--- src/rtl/id_ex_stage_reg.sv ---
// ---------------------------------------------------------------------------
// id_ex_stage_reg
//
// Decode-to-execute pipeline register for the 64-bit LEGv8 datapath. It
// captures the register-file read data, decoded immediate, destination index
// and packed control bundle every cycle. The hazard unit can stall (hold) or
// flush (insert a bubble). A writeback bypass makes sure an operand read in
// the same cycle as a regfile write, or held across a stall while the
// producer retires, is never stale.
//
// Ports
//   clk, reset        rising-edge clock, synchronous active-high reset
//   stall, flush      hazard-unit controls (flush wins over stall)
//   valid_d, pc_d     decode slot valid / PC
//   ra1_d, ra2_d      source register indices driven to the regfile
//   rd1_d, rd2_d      regfile read data
//   wa_d, imm_d       destination index, sign-extended immediate
//   ctrl_d            packed control bundle
//   wb_we/wb_wa/wb_wd writeback port (same as regfile we3/wa3/wd3)
//   *_e               registered execute-stage copies of the above
//   stall_cnt         saturating count of stalled cycles holding a valid op
// ---------------------------------------------------------------------------
module id_ex_stage_reg #(
  parameter int          N      = 64,
  parameter int          CTRL_W = 16,
  parameter logic [4:0]  ZR     = 5'd31
) (
  input  logic              clk,
  input  logic              reset,
  input  logic              stall,
  input  logic              flush,
  input  logic              valid_d,
  input  logic [N-1:0]      pc_d,
  input  logic [4:0]        ra1_d,
  input  logic [4:0]        ra2_d,
  input  logic [N-1:0]      rd1_d,
  input  logic [N-1:0]      rd2_d,
  input  logic [4:0]        wa_d,
  input  logic [N-1:0]      imm_d,
  input  logic [CTRL_W-1:0] ctrl_d,
  input  logic              wb_we,
  input  logic [4:0]        wb_wa,
  input  logic [N-1:0]      wb_wd,
  output logic              valid_e,
  output logic [N-1:0]      pc_e,
  output logic [N-1:0]      rd1_e,
  output logic [N-1:0]      rd2_e,
  output logic [N-1:0]      imm_e,
  output logic [4:0]        ra1_e,
  output logic [4:0]        ra2_e,
  output logic [4:0]        wa_e,
  output logic [CTRL_W-1:0] ctrl_e,
  output logic [15:0]       stall_cnt
);

  // Operand captured on a normal load: XZR always reads as zero, otherwise
  // a same-cycle writeback to the source register takes precedence over the
  // (old) regfile read data.
  function automatic logic [N-1:0] load_operand(
    input logic [4:0]   ra,
    input logic [N-1:0] rd,
    input logic         we,
    input logic [4:0]   wa,
    input logic [N-1:0] wd
  );
    if (ra == ZR)
      return '0;
    else if (we && (wa == ra))
      return wd;
    else
      return rd;
  endfunction

  // Operand during a stall: keep the held value unless the producer of the
  // held source register retires this cycle.
  function automatic logic [N-1:0] hold_operand(
    input logic [4:0]   ra_held,
    input logic [N-1:0] rd_held,
    input logic         we,
    input logic [4:0]   wa,
    input logic [N-1:0] wd
  );
    if (we && (wa != ZR) && (wa == ra_held))
      return wd;
    else
      return rd_held;
  endfunction

  function automatic logic [15:0] sat_inc16(input logic [15:0] c);
    return (c == 16'hFFFF) ? c : c + 16'd1;
  endfunction

  logic              r_valid_e;
  logic [N-1:0]      r_pc_e;
  logic [N-1:0]      r_rd1_e;
  logic [N-1:0]      r_rd2_e;
  logic [N-1:0]      r_imm_e;
  logic [4:0]        r_ra1_e;
  logic [4:0]        r_ra2_e;
  logic [4:0]        r_wa_e;
  logic [CTRL_W-1:0] r_ctrl_e;
  logic [15:0]       r_stall_cnt;

  logic [N-1:0]      w_rd1_load;
  logic [N-1:0]      w_rd2_load;
  logic [N-1:0]      w_rd1_hold;
  logic [N-1:0]      w_rd2_hold;

  assign w_rd1_load = load_operand(ra1_d, rd1_d, wb_we, wb_wa, wb_wd);
  assign w_rd2_load = load_operand(ra2_d, rd2_d, wb_we, wb_wa, wb_wd);
  assign w_rd1_hold = hold_operand(r_ra1_e, r_rd1_e, wb_we, wb_wa, wb_wd);
  assign w_rd2_hold = hold_operand(r_ra2_e, r_rd2_e, wb_we, wb_wa, wb_wd);

  // ---- decode -> execute boundary ----
  always_ff @(posedge clk) begin
    if (reset) begin
      r_valid_e   <= 1'b0;
      r_pc_e      <= '0;
      r_rd1_e     <= '0;
      r_rd2_e     <= '0;
      r_imm_e     <= '0;
      r_ra1_e     <= ZR;
      r_ra2_e     <= ZR;
      r_wa_e      <= ZR;
      r_ctrl_e    <= '0;
      r_stall_cnt <= '0;
    end else if (flush) begin
      // Bubble: kill valid/control/destination; the data fields simply load
      // so the datapath mux stays shared with the normal load path.
      r_valid_e   <= 1'b0;
      r_pc_e      <= pc_d;
      r_rd1_e     <= w_rd1_load;
      r_rd2_e     <= w_rd2_load;
      r_imm_e     <= imm_d;
      r_ra1_e     <= ra1_d;
      r_ra2_e     <= ra2_d;
      r_wa_e      <= ZR;
      r_ctrl_e    <= '0;
    end else if (stall) begin
      r_rd1_e <= w_rd1_hold;
      r_rd2_e <= w_rd2_hold;
      if (r_valid_e)
        r_stall_cnt <= sat_inc16(r_stall_cnt);
    end else begin
      r_valid_e   <= valid_d;
      r_pc_e      <= pc_d;
      r_rd1_e     <= w_rd1_load;
      r_rd2_e     <= w_rd2_load;
      r_imm_e     <= imm_d;
      r_ra1_e     <= ra1_d;
      r_ra2_e     <= ra2_d;
      r_wa_e      <= wa_d;
      r_ctrl_e    <= ctrl_d;
    end
  end

  assign valid_e   = r_valid_e;
  assign pc_e      = r_pc_e;
  assign rd1_e     = r_rd1_e;
  assign rd2_e     = r_rd2_e;
  assign imm_e     = r_imm_e;
  assign ra1_e     = r_ra1_e;
  assign ra2_e     = r_ra2_e;
  assign wa_e      = r_wa_e;
  assign ctrl_e    = r_ctrl_e;
  assign stall_cnt = r_stall_cnt;

endmodule

--- config.mk ---
export PLATFORM = sky130hd
export DESIGN_NAME = id_ex_stage_reg
export DESIGN_NICKNAME = d
export VERILOG_FILES = /design/src/rtl/id_ex_stage_reg.sv
export SDC_FILE = /design/constraint.sdc
export NUM_CORES = 1
export LEC_CHECK = 0
export ABC_AREA = 1
export BUFFER_PORTS_ARGS = -buffer_cell sky130_fd_sc_hd__buf_4
export CAP_MARGIN = 10
export CORE_AREA = 3 3 258 260
export CTS_CLUSTER_DIAMETER = 150
export CTS_CLUSTER_SIZE = 8
export DETAILED_ROUTE_END_ITERATION = 12
export DIE_AREA = 0 0 261 263
export PLACE_DENSITY = 0.46
export SLEW_MARGIN = 20
export SYNTH_ARGS = -nofsm -noshare
export SYNTH_HDL_FRONTEND = slang
export SYNTH_SLANG_ARGS = --single-unit
--- constraint.sdc ---
create_clock -name clk -period 1.95 [get_ports clk]
set_clock_uncertainty 0.2 [all_clocks]
set_input_delay 0.4875 -clock clk [delete_from_list [all_inputs] [get_ports clk]]
set_output_delay 0.4875 -clock clk [all_outputs]
set_load 0.01 [all_outputs]
# After elaboration in Yosys (flattened, before gate mapping)
# Cells that the tools add are included.
# W data, S select, Z words.
dict set report totals {
  latch_bits 0
  wordCells 49
  out_inout_bits 304
  in_bits 362
  memories 0
  mem_bits_ro 0
  regBits 304
  mem_bits_rw 0
}
dict set report op_classes {
  order_cmp 0
  addsub 1
  shift 0
  n_reduce_logical 7
  eq_ne 11
  bitwise 2
  mux 18
  multipliers 0
  div 0
}
# operator count
set op_table {}
lappend op_table {{$mux W64} 14}
lappend op_table {{$eq A5 B5 Y1} 4}
lappend op_table {{$mux W5} 4}
lappend op_table {{$add A16 B1 Y16 const B} 1}
lappend op_table {{$eq A16 B16 Y1 const B} 1}
lappend op_table {{$eq A5 B5 Y1 const B} 2}
lappend op_table {{$ne A3 B1 Y1 const B} 2}
lappend op_table {{$logic_and A1 B1 Y1} 5}
lappend op_table {{$ne A5 B5 Y1 const B} 1}
lappend op_table {{$reduce_and A4 Y1} 1}
lappend op_table {{$ne A2 B1 Y1 const B} 1}
lappend op_table {{$not A1 Y1} 2}
lappend op_table {{$reduce_or A2 Y1} 1}

# Logic depth before layout (Yosys ltp)
dict set report depth {
  word_depth 6
  ltp_mapped 12
  ltp_nobuf 11
}

# Least setup slack after synthesis
# No wires, ideal clock.
dict set report synth_timing {
  path_type {reg-to-reg}
  from {register r_stall_cnt[1] (netlist: stall_cnt[1])}
  to {register r_stall_cnt[9] (netlist: stall_cnt[9])}
  required_time_ns 1.680
  n_path_buf 2
  setup_slack_ns 0.160
  t_arrival_ns 1.520
  stages_incl_launch_ff 10
  path_cell_list {dfxtp_1 -> ha_1 -> nand3_1 -> nor2_1 -> nand3_1 -> nand2_1 -> buf_4 -> buf_4 -> nand2_1 -> a21oi_1}
}
dict set report synth_via {
  elab_chain_cells 3
}
# element line_no
set synth_lines {}
lappend synth_lines {{start: declaration} 102} ;# logic [15:0] r_stall_cnt;
lappend synth_lines {{start signal: assignment} 143} ;# r_stall_cnt <= sat_inc16(r_stall_cnt);
lappend synth_lines {{branches (longest 3 deep; another with $add A16 B1 Y16)} n/a}
# Several ways; the timed one is not identified.
# A chain may end at the register's enable or synchronous reset.

# Worst setup path after layout
dict set report layout_timing {
  from {register r_stall_cnt[11] (netlist: stall_cnt[11])}
  to {output stall_cnt[11]}
}
# element line_no
set layout_rtl {}
lappend layout_rtl {{end: declaration} 53} ;# output logic [15:0] stall_cnt
# No word-level cell between the ends.

==> metrics.md <==
| Metric | Value |
|---|---|
| Antenna violations before repair | 14 |
| Number of standard cells in the final layout excluding fillers | 4,230 |
| Max IR drop VDD | 0.5520 mV |
| Share of final-layout standard cells stronger than drive strength 1 | 0.2666 |
| Predominant post-synthesis flop cell | sky130_fd_sc_hd__dfxtp_1 |
| Via count | 18,510 |
| Combinational share of power | 0.226 |
| Chip width | around 260 um |
| Min Tclk post-route | ~1900 ps |
| Aggregate routed wire length | roughly 73 mm |
| Clock tree from TritonCTS | yes |
| Most frequent cells in the layout | 786 x sky130_fd_sc_hd__nor2_1, 768 x sky130_fd_sc_hd__buf_4, 719 x sky130_fd_sc_hd__nand2_1 |
| Critical path's most frequent cell | sky130_fd_sc_hd__buf_4 |
| WL per Instance | 17.34 um |
| Power density over the cells | 709.0 nW/um2 |
| Cell internal pwr | 12.63 mW |
| Flop and latch count out of synthesis | approximately 300 |
| Switching power of the nets | 5.207 mW |
| First-pass GRT wire length | ~110 mm |
| Worst-path fanout max | 4 |
| Final count of pins violating max slew | 0 |
| Total Neg Setup Slack | 0 ps |
| YS warnings | 0 |
| Tightest Pin Transition | 423.6 ps |
| Number of rows in the core area | between 90 and 100 |
| Reg power frac | 0.389 |
| Estimated wirelength of the detail-placed design | around 55 mm |
| Final std cell area, no fill | 25,150 um2 |
| GRT Overall Usage | 0.2004 |
| Endpoints failing setup | 0 |
| Synth Area per Inst | 6.184 um2 |
| Worst R2R Setup Slack | 140 ps |
| Slowest cell delay on critical path | 310 ps |
| Total CTS buffers | 43 |
| Count of H-tree levels built during CTS | 2 |
| Synthesized netlist net count | 2,871 |
| # clock sinks | 304 |
| Grt ovf | 0 |
| Die outline area | approximately 70,000 um2 |
| Most common library cell in the layout ignoring fill and taps | sky130_fd_sc_hd__nor2_1 |
| Std-Cell Core Area | about 64,000 um2 |
| Post-Synthesis Cells | ~2,500 |
| Clock transition at path regs | 60 ps |
| Skew-Pair Late Insertion Delay | between 500 and 600 ps |
| # DRC | 0 |
| Hold Violations, Final | 0 |
| Hold_ws | ~54 ps |
| Fraction of synthesis flops using an asynchronous set or reset pin | 0 |
| Post-Synthesis Cell Area | 15,510 um2 |
| Port-buffer cells | 665 |
| Final Core Density | 0.3909 |
| Register area share after synthesis | 0.3924 |
| First-pass iteration count of the detailed router | 5 |
| Placed Instances | 4,016 |
| Data arrival at the endpoint of the critical path | 1190 ps |
| Pin count of the biggest net entering global routing | 62 |
| Clock share of power | 0.385 |
| Post-DRT Antenna Nets | 0 |
| Fmax | 531.8 MHz |
| Worst setup path class | flip-flop to output port |
| Worst hold path type | primary input to flip-flop |
| Max capacitance violation total | 0 |
| Cells along the critical path | buf_4, buf_4 |
| Count of flip-flops with a built-in enable after synthesis | 0 |
| Most area-hungry cell type in the Yosys netlist | sky130_fd_sc_hd__dfxtp_1 |
| CP top delay family | flip-flops |
| Initial Utilization | 0.2410 |
| Via count of the first global-routing pass | 17,830 |
| Number of nets at the end of the flow | between 3,000 and 4,000 |
| Number of distinct standard cells referenced by the synthesized netlist | 26 |
| Relative area change from synthesis to final layout | 62.19% |
| Number of placed I/O pins | 666 |
| Placer's final routability congestion estimate | 0.8713 |
| Cell types with the largest area share after synthesis | sky130_fd_sc_hd__dfxtp_1 39%, sky130_fd_sc_hd__nor2_1 19%, sky130_fd_sc_hd__nand2_1 17% |
| Endpoint class of the critical path | output port |
| Die height | around 260 um |
| Bufs on Longest Clock Path | 3 |
| Final critical-path share of the clock period | 0.9642 |
| Standard cell with the maximum stage delay on the critical path | sky130_fd_sc_hd__dfxtp_1 |
| Worst Setup Start Kind | flip-flop |
| First-iteration detailed-routing DRC count | roughly 1,100 |
| CP Buf/Inv Count | 2 |
| Post-synth top area share | 0.3924 |
| Root buffer cell | sky130_fd_sc_hd__clkbuf_16 |
| Run status | completed |
| Worst-case headroom to the max-slew limit | 0.7146 |
| Cell area after placement | 22,260 um2 |
| Switching Share | 0.2920 |
| Vias per std cell | 4.375 |
| Req. time, crit path | 1260 ps |
| Static Leakage | 13.56 nW |
repair_timing:
action                                  4_1_cts  5_1_grt
endpoints found under the hold margin       151        0
endpoints found under the setup margin        6      140
setup buffers                                 0        1
pin swaps                                     0        9
gates resized for setup                       8       22
hold buffers                                153        0
gates cloned                                  0        4
power by group through the flow:
| stage | combinational, mW | clock [mW] | sequential, mW |
|---|---|---|---|
| after floorplan | 1.42 | 0 | 7.22 |
| after global placement | 3.74 | 0 | 7.05 |
| after detailed placement | 3.75 | 0 | 7.05 |
| after CTS | 4.03 | 7.16 | 6.93 |
| after global routing | 4.43 | 7.36 | 6.98 |
| final | 4.03 | 6.87 | 6.93 |
area by class of cell:
class,count,area (um2)
Inverter,170,645.6
Clock buffer,43,1076
Multi-Input combinational cell,1878,7973
Fill cell,6863,39200
Tap cell,855,1070
Clock inverter,3,70.07
Antenna cell,10,25.02
Sequential cell,304,6101
Timing Repair Buffer,967,8193
path summary, 6_finish.rpt:
path,start,end,cells after the start
worst max-delay path,stall_cnt[11],stall_cnt[11],2
worst min-delay path,wb_wd[5],rd1_e[5],5
worst max register to register,ra1_e[2],rd1_e[9],13
worst min register to register,ctrl_e[13],ctrl_e[13],2
flip-flops by register name (all words and copies together), names as in the netlist:
register / flops
valid_e: 1
ctrl_e: 16
stall_cnt: 16
ra2_e: 5
ra1_e: 5
rd2_e: 64
wa_e: 5
rd1_e: 64
pc_e: 64
imm_e: 64
stage by stage:
stage          power [mW]  setup WS, ps
4_1_cts             18.12         1.325
5_1_grt             18.77        -19.09
3_5_place_dp        10.80        -279.2
6_report            17.83         69.74
3_3_place_gp        10.79        -227.5
2_1_floorplan       8.641         159.5
synth_stat cells (3+ instances only):
master / number
sky130_fd_sc_hd__a21oi_1: 40
sky130_fd_sc_hd__buf_1: 4
sky130_fd_sc_hd__buf_2: 74
sky130_fd_sc_hd__buf_4: 10
sky130_fd_sc_hd__buf_6: 24
sky130_fd_sc_hd__clkbuf_1: 44
sky130_fd_sc_hd__dfxtp_1: 304
sky130_fd_sc_hd__inv_1: 162
sky130_fd_sc_hd__inv_2: 6
sky130_fd_sc_hd__nand2_1: 720
sky130_fd_sc_hd__nand3_1: 20
sky130_fd_sc_hd__nand3b_1: 128
sky130_fd_sc_hd__nand4_1: 7
sky130_fd_sc_hd__nor2_1: 795
sky130_fd_sc_hd__nor3_1: 10
sky130_fd_sc_hd__o21ai_0: 141
sky130_fd_sc_hd__xnor2_1: 3
sky130_fd_sc_hd__xor2_1: 6
metal layers:
layer	GRT usage	part of all wire	vias up
met5	0	0.00067	-
met4	0.07447	0.035	8
met3	0.05791	0.079	119
met2	0.3432	0.48	578
met1	0.2363	0.41	8452
li1	-	-	9348
cells by family (layout without fill, tap and decap cells):
group / after synthesis / in the layout / share of synthesized area
AOI/OAI and AO/OA: 184 / 184 / 0.05970
adders and majority gates: 1 / 1 / 0.0008066
DFF: 304 / 304 / 0.3924
buffers and inverters: 326 / 1183 / 0.09891
other: 0 / 10 / 0
xor gates and xnor gates: 9 / 9 / 0.005083
and+or+nand+nor: 1684 / 1684 / 0.4431
worst min-delay path: cells and delay by family:
family	cells	cell delay [ps]
AND/OR/NAND/NOR	4	230
buffers and inverters	1	90
Power figures use the tool's default switching activity.
